### config.mk
export PLATFORM = sky130hd
export DESIGN_NAME = branch_update_queue_flat
export DESIGN_NICKNAME = d
export VERILOG_FILES = /design/src/rtl/branch_update_queue_pkg.sv /design/src/rtl/branch_update_queue_if.sv /design/src/rtl/branch_update_queue.sv /design/src/flat_wrapper.sv
export SDC_FILE = /design/constraint.sdc
export NUM_CORES = 1
export LEC_CHECK = 0
export CORE_MARGIN = 2
export CORE_UTILIZATION = 60
export DETAILED_ROUTE_END_ITERATION = 7
export GPL_ROUTABILITY_DRIVEN = 0
export PLACE_DENSITY_LB_ADDON = 0.12
export SYNTH_ARGS = -nofsm -noshare
export SYNTH_HDL_FRONTEND = slang
export SYNTH_SLANG_ARGS = --single-unit
### constraint.sdc
create_clock -name clk -period 12.6 [get_ports clk]
set_input_delay 3.78 -clock clk [delete_from_list [all_inputs] [get_ports clk]]
set_output_delay 3.78 -clock clk [all_outputs]
set_load 0.01 [all_outputs]
### src/rtl/branch_update_queue_pkg.sv
// Shared definitions for the branch update queue: widths, default depth,
// the queue entry layout and the issued-counter helper.
package branch_update_queue_pkg;

    localparam int BQ_PC_W          = 32;
    localparam int BQ_DEFAULT_DEPTH = 4;
    localparam int BQ_CNT_W         = 16;

    // One buffered BTB update: branch PC, resolved target, occupancy flag.
    typedef struct packed {
        logic [BQ_PC_W-1:0] pc;
        logic [BQ_PC_W-1:0] target;
        logic               valid;
    } bq_entry_t;

    // Issued-update counter step; wraps from 16'hffff back to 16'h0000.
    function automatic logic [BQ_CNT_W-1:0] bq_cnt_inc(input logic [BQ_CNT_W-1:0] cnt);
        return cnt + 16'd1;
    endfunction

endpackage

### src/rtl/branch_update_queue_if.sv
// Bundle of the resolve-side handshake and the BTB update port.
// master = execute stage / fetch / BTB environment, slave = the queue.
interface branch_update_queue_if
    import branch_update_queue_pkg::*;
#(
    parameter int DEPTH = BQ_DEFAULT_DEPTH,
    parameter int PC_W  = BQ_PC_W
);

    logic                     resolve_valid;
    logic                     resolve_taken;
    logic [PC_W-1:0]          resolve_pc;
    logic [PC_W-1:0]          resolve_target;
    logic                     resolve_ready;
    logic [PC_W-1:0]          PC_predict;
    logic                     update;
    logic [PC_W-1:0]          PC_update;
    logic [PC_W-1:0]          target_address_update;
    logic [$clog2(DEPTH):0]   occupancy;
    logic [BQ_CNT_W-1:0]      issued_count;

    modport master (
        output resolve_valid, resolve_taken, resolve_pc, resolve_target, PC_predict,
        input  resolve_ready, update, PC_update, target_address_update,
               occupancy, issued_count
    );

    modport slave (
        input  resolve_valid, resolve_taken, resolve_pc, resolve_target, PC_predict,
        output resolve_ready, update, PC_update, target_address_update,
               occupancy, issued_count
    );

endinterface

### src/rtl/branch_update_queue.sv
// Branch update queue: buffers resolved taken branches and replays them one
// per cycle onto the BTB update port. The head is held while its PC equals
// the fetch-side PC_predict (the BTB would ignore that update), and repeated
// resolutions of a still-queued branch overwrite its target in place.
// The PC width follows the package, so the attached interface must use
// PC_W = BQ_PC_W and the same DEPTH as this module.
module branch_update_queue
    import branch_update_queue_pkg::*;
#(
    parameter int DEPTH = BQ_DEFAULT_DEPTH
) (
    input  logic                  clk,
    input  logic                  start,
    branch_update_queue_if.slave  bus
);

    localparam int PTR_W = $clog2(DEPTH);
    localparam int OCC_W = PTR_W + 1;

    localparam logic [PTR_W-1:0] PTR_ONE  = PTR_W'(1'b1);
    localparam logic [OCC_W-1:0] OCC_FULL = OCC_W'(DEPTH);

    bq_entry_t              r_entries [DEPTH];
    logic [PTR_W-1:0]       r_head;
    logic [PTR_W-1:0]       r_tail;
    logic [OCC_W-1:0]       r_occ;
    logic [BQ_CNT_W-1:0]    r_issued;

    bq_entry_t              w_head;
    logic                   w_empty;
    logic                   w_full;
    logic                   w_pop;
    logic                   w_accept;
    logic                   w_push;
    logic                   w_coalesce;
    logic [DEPTH-1:0]       w_match;
    logic [PTR_W-1:0]       w_match_idx;
    logic [OCC_W-1:0]       w_occ_next;

    // Full/empty come from the occupancy count, never from pointer equality.
    assign w_head  = r_entries[r_head];
    assign w_empty = (r_occ == {OCC_W{1'b0}});
    assign w_full  = (r_occ == OCC_FULL);

    // The head issues whenever it exists and does not collide with PC_predict;
    // nothing issues in a reset cycle.
    assign w_pop    = !start && !w_empty && (w_head.pc != bus.PC_predict);
    assign w_accept = bus.resolve_valid && !w_full && bus.resolve_taken;

    // Match vector over live entries; the departing head is excluded so a
    // resolution of the branch being issued becomes a fresh tail entry.
    always_comb begin
        w_match = {DEPTH{1'b0}};
        for (int i = 0; i < DEPTH; i++) begin
            if (r_entries[i].valid && (r_entries[i].pc == bus.resolve_pc) &&
                !(w_pop && (PTR_W'(i) == r_head))) begin
                w_match[i] = 1'b1;
            end else begin
                w_match[i] = 1'b0;
            end
        end
    end

    // Priority encoder: the lowest matching index wins.
    always_comb begin
        w_match_idx = {PTR_W{1'b0}};
        for (int i = DEPTH - 1; i >= 0; i--) begin
            if (w_match[i]) begin
                w_match_idx = PTR_W'(i);
            end else begin
                w_match_idx = w_match_idx;
            end
        end
    end

    assign w_coalesce = w_accept && (|w_match);
    assign w_push     = w_accept && !(|w_match);
    assign w_occ_next = r_occ + OCC_W'(w_push) - OCC_W'(w_pop);

    // The BTB consumes these in the same cycle, so they are not re-registered.
    assign bus.resolve_ready         = !w_full;
    assign bus.update                = w_pop;
    assign bus.PC_update             = w_head.pc;
    assign bus.target_address_update = w_head.target;
    assign bus.occupancy             = r_occ;
    assign bus.issued_count          = r_issued;

    // Queue state: pop at head, coalesce in place or push at tail, count issues.
    always_ff @(posedge clk) begin
        if (start) begin
            for (int i = 0; i < DEPTH; i++) begin
                r_entries[i] <= '{pc: {BQ_PC_W{1'b0}}, target: {BQ_PC_W{1'b0}}, valid: 1'b0};
            end
            r_head   <= {PTR_W{1'b0}};
            r_tail   <= {PTR_W{1'b0}};
            r_occ    <= {OCC_W{1'b0}};
            r_issued <= {BQ_CNT_W{1'b0}};
        end else begin
            // Pop and push never share a slot: tail==head with entries means full.
            if (w_pop) begin
                r_entries[r_head].valid <= 1'b0;
                r_head                  <= r_head + PTR_ONE;
            end
            if (w_coalesce) begin
                r_entries[w_match_idx].target <= bus.resolve_target;
            end
            if (w_push) begin
                r_entries[r_tail] <= '{pc: bus.resolve_pc, target: bus.resolve_target, valid: 1'b1};
                r_tail            <= r_tail + PTR_ONE;
            end
            r_occ    <= w_occ_next;
            r_issued <= w_pop ? bq_cnt_inc(r_issued) : r_issued;
        end
    end

endmodule
### src/flat_wrapper.sv
// flat-port wrapper written by rule: the top's interface ports become plain ports
module branch_update_queue_flat import branch_update_queue_pkg::*;
#(
    parameter int DEPTH = BQ_DEFAULT_DEPTH
)
  (clk, start, bus_resolve_valid, bus_resolve_taken, bus_resolve_pc, bus_resolve_target, bus_PC_predict, bus_resolve_ready, bus_update, bus_PC_update, bus_target_address_update, bus_occupancy, bus_issued_count);
  branch_update_queue_if #(.DEPTH(DEPTH)) bus_i ();
  input  logic clk;
  input  logic start;
  input wire logic [$bits(bus_i.resolve_valid)-1:0] bus_resolve_valid;
  input wire logic [$bits(bus_i.resolve_taken)-1:0] bus_resolve_taken;
  input wire logic [$bits(bus_i.resolve_pc)-1:0] bus_resolve_pc;
  input wire logic [$bits(bus_i.resolve_target)-1:0] bus_resolve_target;
  input wire logic [$bits(bus_i.PC_predict)-1:0] bus_PC_predict;
  output wire logic [$bits(bus_i.resolve_ready)-1:0] bus_resolve_ready;
  output wire logic [$bits(bus_i.update)-1:0] bus_update;
  output wire logic [$bits(bus_i.PC_update)-1:0] bus_PC_update;
  output wire logic [$bits(bus_i.target_address_update)-1:0] bus_target_address_update;
  output wire logic [$bits(bus_i.occupancy)-1:0] bus_occupancy;
  output wire logic [$bits(bus_i.issued_count)-1:0] bus_issued_count;
  assign bus_i.resolve_valid = bus_resolve_valid;
  assign bus_i.resolve_taken = bus_resolve_taken;
  assign bus_i.resolve_pc = bus_resolve_pc;
  assign bus_i.resolve_target = bus_resolve_target;
  assign bus_i.PC_predict = bus_PC_predict;
  assign bus_resolve_ready = bus_i.resolve_ready;
  assign bus_update = bus_i.update;
  assign bus_PC_update = bus_i.PC_update;
  assign bus_target_address_update = bus_i.target_address_update;
  assign bus_occupancy = bus_i.occupancy;
  assign bus_issued_count = bus_i.issued_count;
  branch_update_queue #(.DEPTH(DEPTH)) u_core (.clk(clk), .start(start), .bus(bus_i));
endmodule
==> results.sh, run 1 <==
export IMPL_status="finished, final reports clean"
export IMPL_yosys_area_top_type_share_pct=50.60
export IMPL_yosys_warnings=0
export IMPL_die_height_microns=163.1
export IMPL_synth_cell_types=55
export IMPL_syn_area_sq_um=15190
export IMPL_grt_max_degree=99
export IMPL_critPathKind="input pin to primary output"
export IMPL_cts_buffer_depth=3
export IMPL_avgSynthCellArea_sq_um=12.87
export IMPL_final_common_cell="edfxtp_1"
export IMPL_fin_setup_tns_ps=0
export IMPL_multi_input_area_sq_um=6580
export IMPL_p_total_mw=2.936
export IMPL_synth_ff_type="edfxtp_1"
export IMPL_core_area_sq_um=25040
export IMPL_cp_cell_sequence="clkdlybuf4s50_1 > xnor2_1 > nand4_1 > nor4_2 > a21o_2 > inv_2 > clkdlybuf4s50_1"
export IMPL_min_path_type="flop to flop"
export IMPL_r2r_slack_ps=6680
export IMPL_detail_route_wl_per_cell_microns=24.31
export IMPL_p_leak_nw=6.112
export IMPL_setup_violations=0
export IMPL_crit_path_max_incr_delay_ps=550
export IMPL_synth_ff_latch_count=285
export IMPL_required_ps=8820
export IMPL_cts_clk_slew_worst_paths_ps=60
export IMPL_n_antenna_cell=0
export IMPL_grt_pass1_vias=10510
export IMPL_drtIter0Drc=1112
export IMPL_final_cell_mix="edfxtp_1 (256), clkdlybuf4s50_1 (184), and2_1 (130)"
export IMPL_dp_hpwl_microns=27130
export IMPL_tritoncts="done"
export IMPL_cp_data_arrival_time_ps=6410
export IMPL_min_path_cells=2
export IMPL_worst_slew_pin_slew_ps=1335
export IMPL_slew_violations=0
export IMPL_gr_total_overflow=0
export IMPL_synth_edf_count=256
export IMPL_vias=10560
export IMPL_cts_resized_gates=0
export IMPL_clock_skew_ps=10.98
export IMPL_powerDensity_nw_per_um2=161.1
export IMPL_fillers=1688
export IMPL_max_vdd_ir_drop_uv=121.4
export IMPL_die_x_microns=163.1
export IMPL_rsz0062_at_grt="false"
export IMPL_floorplan_die_area_sq_um=26610
export IMPL_synth_cells=1180
export IMPL_crit_path_start_kind="input pin"
export IMPL_cts_sinks=285
export IMPL_rr_worst_depth=12
export IMPL_syn_nets=1288
export IMPL_cts_buffers=29
export IMPL_fin_crit_ps=10190
export IMPL_antenna_found_initial=0
export IMPL_syn2layout_area_growth_pct=19.96
export IMPL_r2r_end="u_core.r_entries[2][46]"
export IMPL_grt_pass1_wl_microns=61670
export IMPL_fin_crit_sh_pct=80.86
export IMPL_max_slew_margin_rel_pct=10.52
export IMPL_critPathMaxFanout=27
export IMPL_io_pins=185
export IMPL_async_reset_ff_share_pct=0
export IMPL_io_buffers=184
export IMPL_nets=1425
export IMPL_maxCapViolCount=0
export IMPL_cts_root_buf="clkbuf_16"
export IMPL_crit_family="buffers and inverters"
export IMPL_regArea_sq_um=8273
export IMPL_path_buf_inv=3
export IMPL_timing_hold_worst_endpoint="u_core.bus.issued_count[15]"
export IMPL_drt_wl_total_microns=40550
export IMPL_holdBufCountCts=0
export IMPL_first_pass_iters=5
export IMPL_route_detailed_drc=0
export IMPL_slowest_stage="clkdlybuf4s50_1"
export IMPL_crit_top_cell="clkdlybuf4s50_1"
export IMPL_clkLatencyLatePin_ps=540
export IMPL_h_tree_depth=1
export IMPL_crit_path_end_kind="primary output"
export IMPL_synth_largest_area_cell="edfxtp_1"
export IMPL_min_from="u_core.bus.issued_count[15]"
export IMPL_post_cts_buffers=0
export IMPL_start_util_pct=60.68
export IMPL_hold_viol=0
export IMPL_layout_drive_gt1_share_pct=12.63
export IMPL_num_rows=58
export IMPL_grt_total_usage_pct=30.80
export IMPL_viasPerCell=6.328
export IMPL_ys_seq_area_share_pct=54.42
export IMPL_fmaxAchievable_mhz=98.16
export IMPL_synth_area_leaders="edfxtp_1 (51%), mux4_2 (9.5%), and2_1 (5.4%)"
export IMPL_ant_nets=0
-- flip-flops by register name, indices dropped and copies added (netlist names), named ones only --
name,cells
u_core.bus.issued_count,16
u_core.r_entries,260
u_core.r_tail,2
u_core.r_head,2
u_core.bus.occupancy,3
-- final cells by class --
type / instances / share of cell area [%]
clock inverter: 18 / 0.9749
inverter: 12 / 0.2472
timing repair buffer: 204 / 10.93
tap: 330 / 2.266
clock buffer: 34 / 4.085
multi-input combinational: 785 / 36.10
sequential: 285 / 45.39
-- kinds of logic (layout without fill, tap and decap cells) --
family	Yosys count	after routing	share of synthesized area (%)
and+or+nand+nor	488	488	19.88
AOI/OAI and AO/OA	52	52	2.380
adders and majority gates	8	8	0.7083
muxes	64	64	9.488
xor gates and xnor gates	173	173	9.974
buffers and inverters	110	268	3.146
DFF	285	285	54.42
-- how the worst max path moves through the flow --
stage               depth (start not counted)          startpoint  slack (ps)                       to
finish                                      7   bus_PC_predict[0]        2410               bus_update
global route                                7   bus_PC_predict[0]        2280               bus_update
CTS                                         7   bus_PC_predict[0]        2370               bus_update
detailed placement                          7   bus_PC_predict[0]        2380               bus_update
global placement                            7   bus_PC_predict[0]        2410               bus_update
floorplan                                   9  bus_resolve_pc[27]        3720  u_core.r_entries[3][10]
-- synth_stat cells (7+ instances only) --
library cell  count
edfxtp_1        256
and2_1          130
xor2_1           90
xnor2_1          83
clkbuf_1         70
mux4_2           64
nand2_1          57
nor3_1           54
nor4_1           38
and4_1           34
nand4_1          34
nor3b_1          32
dfxtp_1          29
nand3_1          24
nor2_1           24
nor3_2           22
buf_2            16
o21ai_0          12
or4_1            12
inv_1            11
ha_1              7
o211ai_1          7
-- tightest hold or removal path: cells and delay by family (launching register included) --
kind	cells	cell delay (ps)
DFF	1	320
AOI/OAI and AO/OA	1	90
and+or+nand+nor	1	50
-- through the flow --
| stage | util, % | instance area, sq um | worst slack (ps) | std cells | hold WS, ps |
|---|---|---|---|---|---|
| CTS | 72.79 | 18230 | 2374 | 1668 | 508.2 |
| detailed placement | 69.11 | 17300 | 2379 | 1616 | 490.6 |
| finish | 72.79 | 18230 | 2412 | 1668 | 504.0 |
| global route | 72.79 | 18230 | 2282 | 1668 | 525.6 |
| floorplan | - | 15190 | 3721 | 1180 | 471.3 |
| global placement | 69.11 | 17300 | 2410 | 1616 | 483.0 |
-- report_power, final --
part / switching, mW / leakage, nW / internal (mW) / total, mW
clock: 0.350 / 0.443 / 0.499 / 0.848
combinational: 0.449 / 2.78 / 0.470 / 0.919
sequential: 0.0775 / 2.89 / 1.09 / 1.17
total: 0.876 / 6.11 / 2.06 / 2.94
-- metal layers --
metal | share of wire, % | GRT usage [%] | vias to the layer above
met5 | 0 | 0 | -
met4 | 3.9 | 11.91 | 0
met3 | 8.7 | 5.383 | 108
met2 | 49 | 51.31 | 565
met1 | 39 | 40.66 | 5169
li1 | - | - | 4713
Power figures use the tool's default switching activity.
==> run 2, diff against run 1 <==
--- a/config.mk
+++ b/config.mk
@@ -6,7 +6,7 @@
 export NUM_CORES = 1
 export LEC_CHECK = 0
 export CORE_MARGIN = 2
-export CORE_UTILIZATION = 60
+export CORE_UTILIZATION = 57
 export DETAILED_ROUTE_END_ITERATION = 7
 export GPL_ROUTABILITY_DRIVEN = 0
 export PLACE_DENSITY_LB_ADDON = 0.12
==> constraint.sdc (replaced) <==
create_clock -name clk -period 9.5 [get_ports clk]
set_input_delay 2.85 -clock clk [delete_from_list [all_inputs] [get_ports clk]]
set_output_delay 2.85 -clock clk [all_outputs]
set_load 0.01 [all_outputs]
==> results.sh, run 2 (same netlist as run 1, synthesis figures left out) <==
export IMPL_slew_violations=0
export IMPL_power_share_clock_pct=30.0
export IMPL_cts_clk_slew_worst_paths_ps=60
export IMPL_drtIter0Drc=1482
export IMPL_min_path_type="flop to flop"
export IMPL_fin_crit_ps=8285
export IMPL_worst_slew_pin_slew_ps=1190
export IMPL_cts_buffer_depth=3
export IMPL_powerDensity_nw_per_um2=216.6
export IMPL_largest_reg_flops=260
export IMPL_status="finished, violations left"
export IMPL_setup_violations=0
export IMPL_grt_total_usage_pct=29.71
export IMPL_rsz0062_at_grt="false"
export IMPL_rr_worst_depth=11
export IMPL_fin_setup_tns_ps=0
export IMPL_place_area_sq_um=17300
export IMPL_stdcell_count=1676
export IMPL_start_util_pct=58.13
export IMPL_h_tree_depth=1
export IMPL_r2r_slack_ps=4090
export IMPL_io_pins=185
export IMPL_p_total_mw=3.964
export IMPL_grt_pass1_wl_microns=63310
export IMPL_syn2layout_area_growth_pct=20.44
export IMPL_detail_route_wl_per_cell_microns=24.84
export IMPL_maxCapViolCount=0
export IMPL_switching_share_pct=30.00
export IMPL_die_height_microns=167.3
export IMPL_critPathKind="input pin to primary output"
export IMPL_final_area_sq_um=18300
export IMPL_cp_num_cells=7
export IMPL_grt_pass1_vias=10380
export IMPL_crit_family="buffers and inverters"
export IMPL_floorplan_die_area_sq_um=27970
export IMPL_route_detailed_drc=16
export IMPL_vias=10700
export IMPL_crit_path_end_kind="primary output"
export IMPL_viasPerCell=6.385
export IMPL_holdBufCountCts=0
export IMPL_cp_data_arrival_time_ps=5440
export IMPL_n_antenna_cell=0
export IMPL_die_x_microns=167.3
export IMPL_cts_root_buf="clkbuf_16"
export IMPL_fin_crit_sh_pct=87.21
export IMPL_max_slew_margin_rel_pct=20.21
export IMPL_cts_sinks=285
export IMPL_ant_nets=0
export IMPL_final_common_cell="edfxtp_1"
export IMPL_antenna_found_initial=0
export IMPL_nets=1427
export IMPL_p_leak_nw=6.162
export IMPL_clock_skew_ps=12.28
export IMPL_seq_power_share_pct=39.6
export IMPL_r2r_end="u_core.r_entries[3][6]"
export IMPL_first_pass_iters=8
export IMPL_cp_startpoint="bus_PC_predict[15]"
export IMPL_cp_cell_sequence="clkdlybuf4s50_1 > xnor2_1 > nand4_1 > nor4_2 > a21o_2 > inv_2 > clkdlybuf4s50_1"
export IMPL_dp_cells=1622
export IMPL_clkLatencyLatePin_ps=570
export IMPL_max_vdd_ir_drop_uv=146.3
export IMPL_crit_path_max_incr_delay_ps=550
export IMPL_switchingPower_mw=1.189
export IMPL_path_buf_inv=3
export IMPL_crit_top_cell="clkdlybuf4s50_1"
export IMPL_cts_buffers=30
export IMPL_core_area_sq_um=26130
export IMPL_drt_wl_total_microns=41630
export IMPL_crit_path_start_kind="input pin"
export IMPL_hold_viol=0
export IMPL_grt_max_degree=97
export IMPL_slowest_stage="clkdlybuf4s50_1"
export IMPL_num_rows=59
export IMPL_violations="DRC"
export IMPL_fmaxAchievable_mhz=120.7
export IMPL_pwr_share_comb_pct=30.5
export IMPL_dp_hpwl_microns=27840
export IMPL_final_cell_mix="edfxtp_1 (256), clkdlybuf4s50_1 (184), and2_1 (130)"
export IMPL_tritoncts="done"
export IMPL_critPathMaxFanout=27
export IMPL_required_ps=6650
export IMPL_post_cts_buffers=0
export IMPL_cts_resized_gates=0
export IMPL_endpoint="bus_update"
export IMPL_layout_drive_gt1_share_pct=13.27
export IMPL_largest_register="u_core.r_entries"
export IMPL_io_buffers=184
export IMPL_gr_total_overflow=0
export IMPL_internal_power_mw=2.775
run 2: layer usage:
layer,track usage [%],routed length [microns]
met1,44.60,17440
met2,45.93,18790
met3,4.987,4386
met4,6.919,1008
met5,0,0
run 2: worst min path at each step:
stage                                    start                    endpoint  slack, ps  cells past startpoint
floorplan                     u_core.r_tail[0]            u_core.r_tail[0]        470                      2
global placement    u_core.bus.issued_count[6]  u_core.bus.issued_count[6]        490                      1
detailed placement  u_core.bus.issued_count[1]  u_core.bus.issued_count[1]        510                      2
CTS                 u_core.bus.issued_count[1]  u_core.bus.issued_count[1]        520                      2
global route                  u_core.r_tail[0]            u_core.r_tail[0]        520                      2
finish              u_core.bus.issued_count[1]  u_core.bus.issued_count[1]        520                      2
run 2: worst min-delay path, stage by stage (launching register included):
cell,delay (ps)
dfxtp_1,340
nand2_1,60
o21ai_0,70
run 2: metrics by stage:
step | utilization, % | hold WS [ps] | setup WS, ps
floorplan | - | 471.3 | 1551
global placement | 66.21 | 485.8 | 1234
detailed placement | 66.21 | 505.4 | 1255
CTS | 70.02 | 521.0 | 1251
global route | 70.02 | 524.5 | 1108
finish | 70.02 | 516.6 | 1215
run 2: layout make-up:
| cell class | instances | area (sq um) |
|---|---|---|
| repair buffers | 205 | 1999 |
| fillers | 1854 | 7835 |
| clock inverters | 13 | 152.6 |
| multi-input cells | 785 | 6565 |
| well taps | 335 | 419.2 |
| clock buffers | 41 | 843.3 |
| inverters | 12 | 45.04 |
| flip-flops and latches | 285 | 8273 |
run 2: power by group through the flow:
| stage | registers (mW) | clock network, mW | logic, mW |
|---|---|---|---|
| global route | 1.58 | 1.24 | 1.27 |
| global placement | 1.59 | 0 | 1.20 |
| finish | 1.57 | 1.19 | 1.21 |
| CTS | 1.57 | 1.20 | 1.21 |
| detailed placement | 1.60 | 0 | 1.20 |
| floorplan | 1.51 | 0 | 0.737 |
==> run 3, diff against run 2 <==
--- a/config.mk
+++ b/config.mk
@@ -5,6 +5,7 @@
 export SDC_FILE = /design/constraint.sdc
 export NUM_CORES = 1
 export LEC_CHECK = 0
+export CAP_MARGIN = 5
 export CORE_MARGIN = 2
 export CORE_UTILIZATION = 57
 export DETAILED_ROUTE_END_ITERATION = 7
==> results of run 3 <==
Same layout as run 2: the final DEF is identical, and so are final timing and power.
